File: src/rtl/matmul_pkg.sv
// matmul_pkg: shared types and parameter checks for the 2x2 matmul datapath.
//   seq_state_t  - K-loop sequencer state encoding
//   *_DEF        - default operand/accumulator widths and maximum K depth
//   k_max_legal  - true when a K_MAX-deep sum of worst-case products fits ACC_W
package matmul_pkg;

    localparam int unsigned DATA_W_DEF = 8;
    localparam int unsigned ACC_W_DEF  = 32;
    localparam int unsigned K_MAX_DEF  = 16;

    typedef enum logic [2:0] {
        ST_IDLE    = 3'd0,
        ST_CLEAR   = 3'd1,
        ST_STREAM  = 3'd2,
        ST_DRAIN   = 3'd3,
        ST_CAPTURE = 3'd4,
        ST_RESULT  = 3'd5
    } seq_state_t;

    // Largest magnitude product is (-2^(DATA_W-1))^2 = 2^(2*DATA_W-2); K_MAX of them must stay positive in ACC_W.
    function automatic bit k_max_legal(input int unsigned k_max,
                                       input int unsigned data_w,
                                       input int unsigned acc_w);
        longint unsigned worst;
        longint unsigned limit;
        worst = 64'(k_max) << (2 * data_w - 2);
        limit = (64'(1) << (acc_w - 1)) - 64'(1);
        return (k_max >= 1) && (worst <= limit);
    endfunction

endpackage

File: src/rtl/matmul_k_sequencer.sv
// matmul_k_sequencer: sequences a K-deep operand stream onto mac_array_2x2
// and returns the accumulated 2x2 tile.
//   clk, rst_n          - clock, synchronous active-low reset
//   start, cfg_k        - job request and K depth (accepted only in IDLE)
//   busy, cfg_err       - job in flight / one-cycle pulse on a rejected start
//   in_valid/in_ready   - operand beat handshake: in_a = A column k, in_b = B row k
//   mac_clear, mac_en   - array control
//   mac_a, mac_b        - per-PE lane operands, mac_acc - array accumulators
//   res_valid/res_ready - result handshake, res_c = captured tile
module matmul_k_sequencer
    import matmul_pkg::*;
#(
    parameter  int unsigned DATA_W = DATA_W_DEF,
    parameter  int unsigned ACC_W  = ACC_W_DEF,
    parameter  int unsigned K_MAX  = K_MAX_DEF,
    localparam int unsigned KW     = $clog2(K_MAX + 1)
) (
    input  logic                     clk,
    input  logic                     rst_n,
    input  logic                     start,
    input  logic [KW-1:0]            cfg_k,
    output logic                     busy,
    output logic                     cfg_err,
    input  logic                     in_valid,
    output logic                     in_ready,
    input  logic signed [DATA_W-1:0] in_a [2],
    input  logic signed [DATA_W-1:0] in_b [2],
    output logic                     mac_clear,
    output logic                     mac_en,
    output logic signed [DATA_W-1:0] mac_a [2][2],
    output logic signed [DATA_W-1:0] mac_b [2][2],
    input  logic signed [ACC_W-1:0]  mac_acc [2][2],
    output logic                     res_valid,
    input  logic                     res_ready,
    output logic signed [ACC_W-1:0]  res_c [2][2]
);

    // Elaboration-time guard against accumulator overflow for the chosen depth.
    if (!k_max_legal(K_MAX, DATA_W, ACC_W)) begin : g_param_check
        $error("matmul_k_sequencer: K_MAX products do not fit in ACC_W");
    end

    seq_state_t              state_q, state_d;
    logic [KW-1:0]           k_len_q, k_len_d;
    logic [KW-1:0]           cnt_q, cnt_d;
    logic                    busy_q, busy_d;
    logic                    cfg_err_q, cfg_err_d;
    logic                    in_ready_q, in_ready_d;
    logic                    mac_clear_q, mac_clear_d;
    logic                    mac_en_q, mac_en_d;
    logic                    res_valid_q, res_valid_d;
    logic signed [DATA_W-1:0] mac_a_q [2][2];
    logic signed [DATA_W-1:0] mac_a_d [2][2];
    logic signed [DATA_W-1:0] mac_b_q [2][2];
    logic signed [DATA_W-1:0] mac_b_d [2][2];
    logic signed [ACC_W-1:0]  res_c_q [2][2];
    logic signed [ACC_W-1:0]  res_c_d [2][2];

    logic cfg_ok;
    logic beat_acc;
    logic last_beat;

    assign cfg_ok    = (cfg_k != '0) && (cfg_k <= KW'(K_MAX));
    assign beat_acc  = (state_q == ST_STREAM) && in_valid && in_ready_q;
    assign last_beat = (KW'(cnt_q + KW'(1)) == k_len_q);

    // Next-state and next-output logic; every output is registered from its _d value.
    always_comb begin
        state_d   = state_q;
        k_len_d   = k_len_q;
        cnt_d     = cnt_q;
        mac_a_d   = mac_a_q;
        mac_b_d   = mac_b_q;
        res_c_d   = res_c_q;
        cfg_err_d = 1'b0;
        mac_en_d  = 1'b0;

        unique case (state_q)
            ST_IDLE: begin
                if (start) begin
                    if (cfg_ok) begin
                        k_len_d = cfg_k;
                        cnt_d   = '0;
                        state_d = ST_CLEAR;
                    end else begin
                        cfg_err_d = 1'b1;
                    end
                end
            end
            ST_CLEAR:   state_d = ST_STREAM;
            ST_STREAM: begin
                if (beat_acc) begin
                    // Broadcast: row i of the array sees A[i][k], column j sees B[k][j].
                    for (int i = 0; i < 2; i++) begin
                        for (int j = 0; j < 2; j++) begin
                            mac_a_d[i][j] = in_a[i];
                            mac_b_d[i][j] = in_b[j];
                        end
                    end
                    mac_en_d = 1'b1;
                    cnt_d    = KW'(cnt_q + KW'(1));
                    if (last_beat) state_d = ST_DRAIN;
                end
            end
            ST_DRAIN:   state_d = ST_CAPTURE;
            ST_CAPTURE: begin
                res_c_d = mac_acc;
                state_d = ST_RESULT;
            end
            ST_RESULT: begin
                if (res_ready) state_d = ST_IDLE;
            end
            default:    state_d = ST_IDLE;
        endcase

        // Moore-style outputs registered off the next state so they align with it.
        busy_d      = (state_d != ST_IDLE);
        in_ready_d  = (state_d == ST_STREAM);
        mac_clear_d = (state_d == ST_CLEAR);
        res_valid_d = (state_d == ST_RESULT);
    end

    // State and output registers.
    always_ff @(posedge clk) begin
        if (!rst_n) begin
            state_q     <= ST_IDLE;
            k_len_q     <= '0;
            cnt_q       <= '0;
            busy_q      <= 1'b0;
            cfg_err_q   <= 1'b0;
            in_ready_q  <= 1'b0;
            mac_clear_q <= 1'b0;
            mac_en_q    <= 1'b0;
            res_valid_q <= 1'b0;
            for (int i = 0; i < 2; i++) begin
                for (int j = 0; j < 2; j++) begin
                    mac_a_q[i][j] <= '0;
                    mac_b_q[i][j] <= '0;
                    res_c_q[i][j] <= '0;
                end
            end
        end else begin
            state_q     <= state_d;
            k_len_q     <= k_len_d;
            cnt_q       <= cnt_d;
            busy_q      <= busy_d;
            cfg_err_q   <= cfg_err_d;
            in_ready_q  <= in_ready_d;
            mac_clear_q <= mac_clear_d;
            mac_en_q    <= mac_en_d;
            res_valid_q <= res_valid_d;
            mac_a_q     <= mac_a_d;
            mac_b_q     <= mac_b_d;
            res_c_q     <= res_c_d;
        end
    end

    assign busy      = busy_q;
    assign cfg_err   = cfg_err_q;
    assign in_ready  = in_ready_q;
    assign mac_clear = mac_clear_q;
    assign mac_en    = mac_en_q;
    assign res_valid = res_valid_q;
    assign mac_a     = mac_a_q;
    assign mac_b     = mac_b_q;
    assign res_c     = res_c_q;

endmodule

File: config.mk
export PLATFORM = sky130hd
export DESIGN_NAME = matmul_k_sequencer
export DESIGN_NICKNAME = d
export VERILOG_FILES = /design/src/rtl/matmul_pkg.sv /design/src/rtl/matmul_k_sequencer.sv
export SDC_FILE = /design/constraint.sdc
export NUM_CORES = 1
export LEC_CHECK = 0
export CORE_AREA = 2 2 142 144
export CTS_CLUSTER_SIZE = 12
export DETAILED_ROUTE_END_ITERATION = 8
export DIE_AREA = 0 0 144 146
export DONT_BUFFER_PORTS = 1
export GPL_TIMING_DRIVEN = 0
export MAX_ROUTING_LAYER = met4
export PLACE_DENSITY_LB_ADDON = 0.08
export RECOVER_POWER = 50
export SETUP_SLACK_MARGIN = 0.15
export SLEW_MARGIN = 30
export SYNTH_ARGS = -nofsm -noshare
export SYNTH_HDL_FRONTEND = slang
export SYNTH_SLANG_ARGS = --single-unit
File: constraint.sdc
create_clock -name clk -period 1.7 [get_ports clk]
set_input_delay 0.17 -clock clk [delete_from_list [all_inputs] [get_ports clk]]
set_output_delay 0.17 -clock clk [all_outputs]
set_load 0.05 [all_outputs]
### Yosys cells after proc, flatten, opt, wreduce, memory -nomap -nowiden

Cells that the tools add are included.

* register bits after elaboration: 179
* latch bits: 0
* bits in writable memories: 0
* memory bits (read-only): 0
* input port bits: 170
* output and inout port bits: 198
* logic and storage cells: 55
* memories kept: 0

* add/sub/neg operators: 1
* multiply operators: 0
* div/mod/pow operators: 0
* magnitude comparators: 1
* eq/ne operators: 12
* shift-type cells: 0
* muxes and demuxes: 12
* bitwise logic cells: 0
* reduce and logical (&&, ||, !) cells: 12

Operators with widths (number)
* 3-bit one-hot mux with 6 select lines: 1
* 3-bit 2-to-1 mux: 5
* 5-bit 2-to-1 mux: 3
* 5-bit one-hot mux with 2 select lines: 1
* 3-bit by 2-bit equality test with 1-bit output, second input constant: 3
* 3-bit equality test, second input constant: 3
* 3-bit by 1-bit equality test with 1-bit output, second input constant: 2
* 2-bit != test, second input constant: 3
* 3-bit AND reduction: 2
* 5-bit by 1-bit adder with 5-bit output, second input constant: 1
* 5-bit equality test: 1
* 5-bit <= comparator, second input constant: 1
* 5-bit nonzero test: 1
* 2-bit AND reduction: 2
* 4-bit AND reduction: 1
* 1-bit logical AND: 3
* 3-bit logical NOT: 1
* 3-bit nonzero test: 1
* 1-bit 2-to-1 mux: 2
* 2-bit nonzero test: 1

### Logic depth before layout (Yosys ltp)

* word-level depth: 6
* mapped depth: 7
* depth with buffers taken out: 5

### Worst setup path after synthesis

No wires, ideal clock.

* path kind: reg2reg
* start: reg in_ready_q, in the netlist in_ready
* end: reg cnt_q[3]
* arrival time: 1.339 ns
* slack: 0.234 ns
* stages on the path, launching flop included: 4
* path buffers: 0
* cell sequence: dfxtp_1 > nand3_1 > a221oi_1 > o22ai_1

* cells in the longest elaborated chain, start to end: 3

Ends and longest elaborated chain
* start: declaration: RTL line matmul_k_sequencer.sv:48 `logic in_ready_q, in_ready_d;`
* start signal: assignment: RTL line matmul_k_sequencer.sv:148 `in_ready_q <= in_ready_d;`
* 1-bit logical AND: RTL line matmul_k_sequencer.sv:64 `assign beat_acc = (state_q == ST_STREAM) && in_valid && in_ready_q;`
* 2-bit != test (no source line)
* 4-bit AND reduction (no source line)
* end signal: assignment: RTL line matmul_k_sequencer.sv:145 `cnt_q <= cnt_d;`
* end: declaration: RTL line matmul_k_sequencer.sv:45 `logic [KW-1:0] cnt_q, cnt_d;`

No other way between the ends.
A chain may end at the register's enable or synchronous reset.

==> results.txt <==
* Fraction of the yosys area taken by sequential cells: 53.5%
- Category of cells accounting for the largest share of critical-path delay: flip-flops
- For this design, the slowest cell found on the critical path is sky130_fd_sc_hd__dfxtp_1.
* Flip-flop and latch count after synthesis: 179
- Via count of the first global-routing pass: 6388
* Total power of the final layout: 9.21 mW
- Yosys cell types: 41
- Reg2Reg Setup Slack: 0.16 ns
- Critical R2R Launch: state_q[0]
- For this block, the via count after detailed routing is 6353.
* Share of layout cells above drive strength 1: 14.6%
- Count of mapped cells out of synthesis: 836
- # IOs: 368
- RSZ-0062 raised after global routing: yes
- In this run the horizontal extent of the chip is 144 um.
- Leading area contributor after synthesis: sky130_fd_sc_hd__dfxtp_1
- Data arrives at the worst endpoint at 1.43 ns.
- Worst Path Required: 1.53 ns
- Least-Margin Pin Slew: 0.669 ns
- Headroom to the max-slew limit came out at 55.1%.
- Buffers and inverters on the worst path: 1
* Clock skew: 0.0107 ns
- TritonCTS created 17 clock buffers.
- When the netlist entered floorplanning its net count stood at 1007.
- Maximum number of pins on one net before global-route repair: 17
- The core region is 0.0193 sq mm.
* Critical path capture point type: primary output
* Number of iterations in the first detailed-routing pass: 4
* Critical path startpoint category: flip-flop
- Count of final setup violators: 0
* Crit-path cells: buf_4
- Measured along the y axis, the die boundary spans 146 um.
* TritonCTS clock tree: done
- Based on the critical path, the design can be clocked at up to 0.625 GHz.
- The final count of pins violating max slew was 0.
- Each instance of the synthesized netlist takes up on average 8.01 sq um.
- Effective utilization at floorplan: 34.6%
- The area growth from synthesis to layout is 45.4%.
* Layout Utilization: 50.3%
- Via count normalized by instance count: 4.81
- Number of max-cap violations: 0
- For this block, the initial DRC count from the detailed router was 218.
* Final worst path period need: 1.60 ns
* Number of cell instances on the worst register-to-register path: 6
* DP HPWL: 16400 um
- Full die area: 0.0210 sq mm
- Antenna violations before repair: 1
* Residual DRC: 0
- For this block, the routed nets add up to 22900 um of wire.
* Antenna violation net count after detailed routing: 0
* Power per cell area: 946 mW/mm^2
- The tree is rooted in a sky130_fd_sc_hd__clkbuf_16.
* Latest clock arrival within the worst-skew pair: 0.42 ns
- The H-tree generated during clock tree synthesis spans 4 levels.
- Clock-pin slew of the registers on the worst-case setup and hold paths: 0.07 ns
* Class of the tightest hold or removal check: input port to flip-flop
- Leakage: 3.50 nW
- In this run the worst path has a maximum fanout of 3.
- Net count of the finished layout: 1212
* Clock tree buffer depth: 2
- Row generation in the floorplan step produced 51 rows.
* Worst setup path category: flip-flop to primary output
* GRT Resource Usage Total: 21.6%
- In the finished design, the share of the clock period the worst path needs comes to 94.1%.
- The run finished with clean final reports.
- The worst hold path was traced through 3 stages.
- Ranked by total cell area, the synthesized netlist is headed by sky130_fd_sc_hd__dfxtp_1, sky130_fd_sc_hd__nand2_1, sky130_fd_sc_hd__a21oi_1.
* Number of inserted filler cells in the final layout: 1793
* Global-route wire length before repair: 34000 um
- Number of clock sinks: 179
- Worst voltage drop across the vdd grid: 621 uV
- Summed over its instances, the top area cell type makes up 53.5% of the synthesized netlist area.
- Worst path max stage delay: 0.70 ns
* Min-Delay Startpoint: rst_n
* Terminating pin of the worst hold path: mac_clear
* Port Buf Inserts: 0
- Global routing finished with a remaining overflow of 0.
- After detailed routing, the average wire length per cell comes to 17.4 um.
* Synth warnings: 0
* Hold violation total from the final report: 0
- The endpoint identified for the worst register-to-register timing path is cnt_q[2].
- Mapped cell area: 0.00669 sq mm
* Routability congestion estimate: 0.842
-- per-layer routing --
| metal | track usage, % | up-vias | wire (um) |
|---|---|---|---|
| li1 | - | 3102 | - |
| met1 | 21.4 | 2922 | 8300 |
| met2 | 38.2 | 292 | 12000 |
| met3 | 8.19 | 37 | 2150 |
| met4 | 7.84 | 0 | 503 |
| met5 | - | - | 0 |
-- registers in the layout, summed over array words and instances, names as in the netlist --
register	count
cfg_err	1
in_ready	1
state_q	3
busy	1
cnt_q	5
k_len_q	5
mac_clear	1
res_c	128
mac_b	16
mac_en	1
mac_a	16
res_valid	1
-- per-stage QoR --
step	TNS [ns]	cell area [sq um]	std cells	setup WS [ns]	hold slack (ns)
floorplan	0	6690	836	0.235	0.306
CTS	0	9580	1314	0.147	0.0334
global route	0	9730	1320	0.0615	0.0573
finish	0	9730	1320	0.100	0.0544
global placement	-21.43	7020	1101	-0.238	0.308
detailed placement	-25.45	7020	1101	-0.293	0.313
-- placed cells by master (no fill, tap or decap), types with 8 or more instances in the layout --
cell type                         n
sky130_fd_sc_hd__nand2_1        329
sky130_fd_sc_hd__dfxtp_1        172
sky130_fd_sc_hd__dlygate4sd3_1  168
sky130_fd_sc_hd__a21oi_1        160
sky130_fd_sc_hd__buf_4           55
sky130_fd_sc_hd__clkbuf_16       18
sky130_fd_sc_hd__clkbuf_1        16
sky130_fd_sc_hd__clkbuf_4        14
sky130_fd_sc_hd__buf_6           10
sky130_fd_sc_hd__nand3_1          8
-- how the worst max path moves through the flow --
stage / start / end / slack, ns / cells past startpoint
finish: mac_a[1] / mac_a[9] / 0.10 / 1
global route: mac_b[11] / mac_b[27] / 0.06 / 1
CTS: state_q[2] / cnt_q[3] / 0.15 / 6
detailed placement: rst_n / res_c[28] / -0.29 / 6
global placement: rst_n / res_c[35] / -0.24 / 6
floorplan: in_ready / cnt_q[3] / 0.23 / 3
-- Yosys cell counts, drive strengths merged --
master,instances
or4,1
o32ai,1
o21a,1
o311a,1
nand3,9
o22a,2
mux2i,1
o221a,1
nor4b,1
nor2,8
a31oi,1
nor4,1
buf,62
nor3,4
xnor2,5
a221oi,1
ha,1
a21o,2
o22ai,2
nand3b,1
nand2,334
a21oi,168
a211oi,1
nor2b,2
o31a,1
nand4b,1
clkbuf,28
and2,1
dfxtp,179
and3,1
o21ai,7
inv,2
xor2,3
nor3b,2
-- layout make-up --
cell class | instances | area, sq um | share of cell area, %
buffer | 90 | 642 | 6.59
antenna | 1 | 2.50 | 0.0257
multi-input combinational | 565 | 2680 | 27.5
sequential | 179 | 3590 | 36.9
clock inverter | 12 | 165 | 1.70
clock buffer | 20 | 457 | 4.69
timing repair buffer | 186 | 1860 | 19.1
inverter | 2 | 7.51 | 0.0771
tap | 265 | 332 | 3.41
-- power by group --
group / internal, mW / switching, mW / total (mW)
clock: 2.43 / 1.70 / 4.13
sequential: 4.24 / 0.155 / 4.39
combinational: 0.386 / 0.302 / 0.688
-- logic make-up (layout without fill, tap and decap cells) --
group / count (synthesis) / count (layout) / share of synthesized area, %
and+or+nand+nor: 366 / 366 / 21.9
AOI/OAI and AO/OA: 189 / 189 / 15.1
DFF: 179 / 179 / 53.5
buffers and inverters: 92 / 310 / 7.87
xor gates and xnor gates: 8 / 8 / 1.16
adders and majority gates: 1 / 1 / 0.187
muxes: 1 / 1 / 0.150
other: 0 / 1 / 0
-- repair_timing --
action | 4_1_cts | 5_1_grt
hold buffers | 167 | 1
setup endpoints to repair | 188 | 163
gates cloned | 3 | 2
pin swaps | 5 | 14
gates resized for setup | 76 | 65
setup buffers | 11 | 2
endpoints found under the hold margin | 166 | 1
Note: power is estimated with default switching activity, not from simulation.
==> RTL change (config.mk and constraints unchanged) <==
`K_MAX_DEF`: 16 -> 32.
--- a/src/rtl/matmul_pkg.sv
+++ b/src/rtl/matmul_pkg.sv
@@ -6,7 +6,7 @@
 
     localparam int unsigned DATA_W_DEF = 8;
     localparam int unsigned ACC_W_DEF  = 32;
-    localparam int unsigned K_MAX_DEF  = 16;
+    localparam int unsigned K_MAX_DEF  = 32;
 
     typedef enum logic [2:0] {
         ST_IDLE    = 3'd0,
Ports: changed (resized cfg_k); port bits go from 368 to 369. The function was not compared with the original's and may differ.
==> RTL change against the original RTL <==
Register-to-register slack lost 0.12 ns; sequential cell count grew 2; first-iteration DRC count shrank 12%; largest power group unchanged; routed wire length shrank 4.8%; synthesized area grew 5.7%; synthesized cell count grew 0.36%; cell area grew 3.0%; critical path depth grew 5; worst setup slack lost 0.060 ns; total power shrank 1.5%.
==> RTL change: results (changes against the original RTL) <==
Run status
The run finished with clean final reports.

STA
The measured slew at the worst slew-check pin is 0.611 ns (-0.0577 ns). The least setup slack across all paths after layout came to 0.0400 ns (-0.0601 ns). The post-route clock skew came to 0.0117 ns (+0.000981 ns).

Finish
The clock buffer count was 19 (-5.0%). The number of diodes added for antenna fixing is 0 (-1). The portion of the layout cell area used by non-clock buffers came to 0.240 (-0.0172). The non-clock buffer instance count of the final layout is 267 (-3.3%). The area of all sequential standard cells is 3650 µm² (+1.5%). The clock buffer and inverter area fraction after layout is 0.0587 (-0.00513). The filler-free cell count of the finished design is 1311 (-0.68%).

The share of post-route cells with drive strength above 1 came to 0.127 (-0.0190). The multi-input gate share of the layout cell area was 0.305 (+0.0295).

Routing
The wire length after detailed routing is 21.8 mm (-4.8%). The met3 wire length is 1.89 mm (-12%). The number of design-rule violations left by the first detailed-router iteration is 192 (-12%). The total met2 wirelength after detailed routing is 11.3 mm (-5.9%). The average via count per standard cell is 4.81 (-0.12%).

Synth
The complex-gate fraction of the synthesized area was 0.187 (+0.0355). The synthesized netlist net count is 1011 (+0.40%). The parity-gate share of the synthesized area counting xor and xnor cells came to 0.0124 (+0.000787). The commonest cells after synthesis are 332 x sky130_fd_sc_hd__nand2_1, 181 x sky130_fd_sc_hd__dfxtp_1, 161 x sky130_fd_sc_hd__a21boi_0. Ranked by total cell area, the synthesized netlist is headed by sky130_fd_sc_hd__dfxtp_1 51%, sky130_fd_sc_hd__nand2_1 18%, sky130_fd_sc_hd__a21boi_0 17%. The sequential fraction of the synthesis area is 0.512 (-0.0233).

Global routing
The global-route wire length before repair was 33.2 mm (-2.3%). The total global routing track utilization is 0.208 (-0.00804). The number of antenna violations at the first check in global routing is 0 (-1). The via count of the first global-routing pass is 6430 (+0.66%). The met2 global-route usage is 0.368 (-0.0140).

Critical path
The endpoint type of the worst setup path is a flip-flop. The most critical setup path has its startpoint at state_q[2]. The data arrival time of the critical path is 1.98 ns (+0.55 ns). The worst register-to-register path ends at k_len_q[5]. The maximum fanout along the worst path is 7 (+4).

Clock tree
The buffers inserted during post-CTS setup optimization was 6 (-5). The number of gates resized after cts was 100 (+32%). The count of hold-fix buffers inserted at cts is 165 (-1.2%).

Min path
The endpoint with the worst hold slack is cfg_err.

Placement
The worst slack at placement came to -0.631 ns (-0.338 ns). The HPWL after detailed placement is 15.9 mm (-3.3%).

Power and ir drop
The peak supply drop is 0.615 mV (-0.95%).
RTL change: changes by cell type in the layout (fill, tap and decap cells not counted), moves of 6 or more:
| cell | before | now |
|---|---|---|
| sky130_fd_sc_hd__a21oi_1 | 160 | 1 |
| sky130_fd_sc_hd__dfxtp_4 | 0 | 6 |
| sky130_fd_sc_hd__a21boi_1 | 0 | 23 |
| sky130_fd_sc_hd__buf_4 | 55 | 32 |
| sky130_fd_sc_hd__clkbuf_2 | 1 | 8 |
| sky130_fd_sc_hd__buf_2 | 5 | 14 |
| sky130_fd_sc_hd__a21boi_0 | 0 | 138 |
| sky130_fd_sc_hd__dfxtp_2 | 7 | 0 |
| sky130_fd_sc_hd__a21oi_2 | 7 | 0 |
RTL change: per-stage QoR:
stage | area [µm²] | setup TNS (ns) | util
finish | 10000 | 0 | 0.519
floorplan | 7100 | 0 | -
global placement | 7430 | -47.73 | 0.384
detailed placement | 7430 | -59.79 | 0.384
CTS | 9900 | -0.00608 | 0.512
global route | 10000 | -0.00895 | 0.519
RTL change: power by group through the flow:
stage | clock network [mW] | logic, mW | registers (mW)
after floorplan | 0 | 0.220 | 4.51
after global placement | 0 | 0.275 | 4.52
after detailed placement | 0 | 0.284 | 4.52
after CTS | 4.09 | 0.625 | 4.42
after global routing | 4.27 | 0.710 | 4.42
final | 4.00 | 0.658 | 4.42
RTL change: critical path, cell delays in order, from the launching register on:
cell                      delay [ns]
sky130_fd_sc_hd__dfxtp_4        0.38
sky130_fd_sc_hd__nor4b_4        0.27
sky130_fd_sc_hd__nor4b_4        0.27
sky130_fd_sc_hd__o21ba_4        0.21
sky130_fd_sc_hd__buf_8          0.13
sky130_fd_sc_hd__and2_4         0.13
sky130_fd_sc_hd__o21a_1         0.16
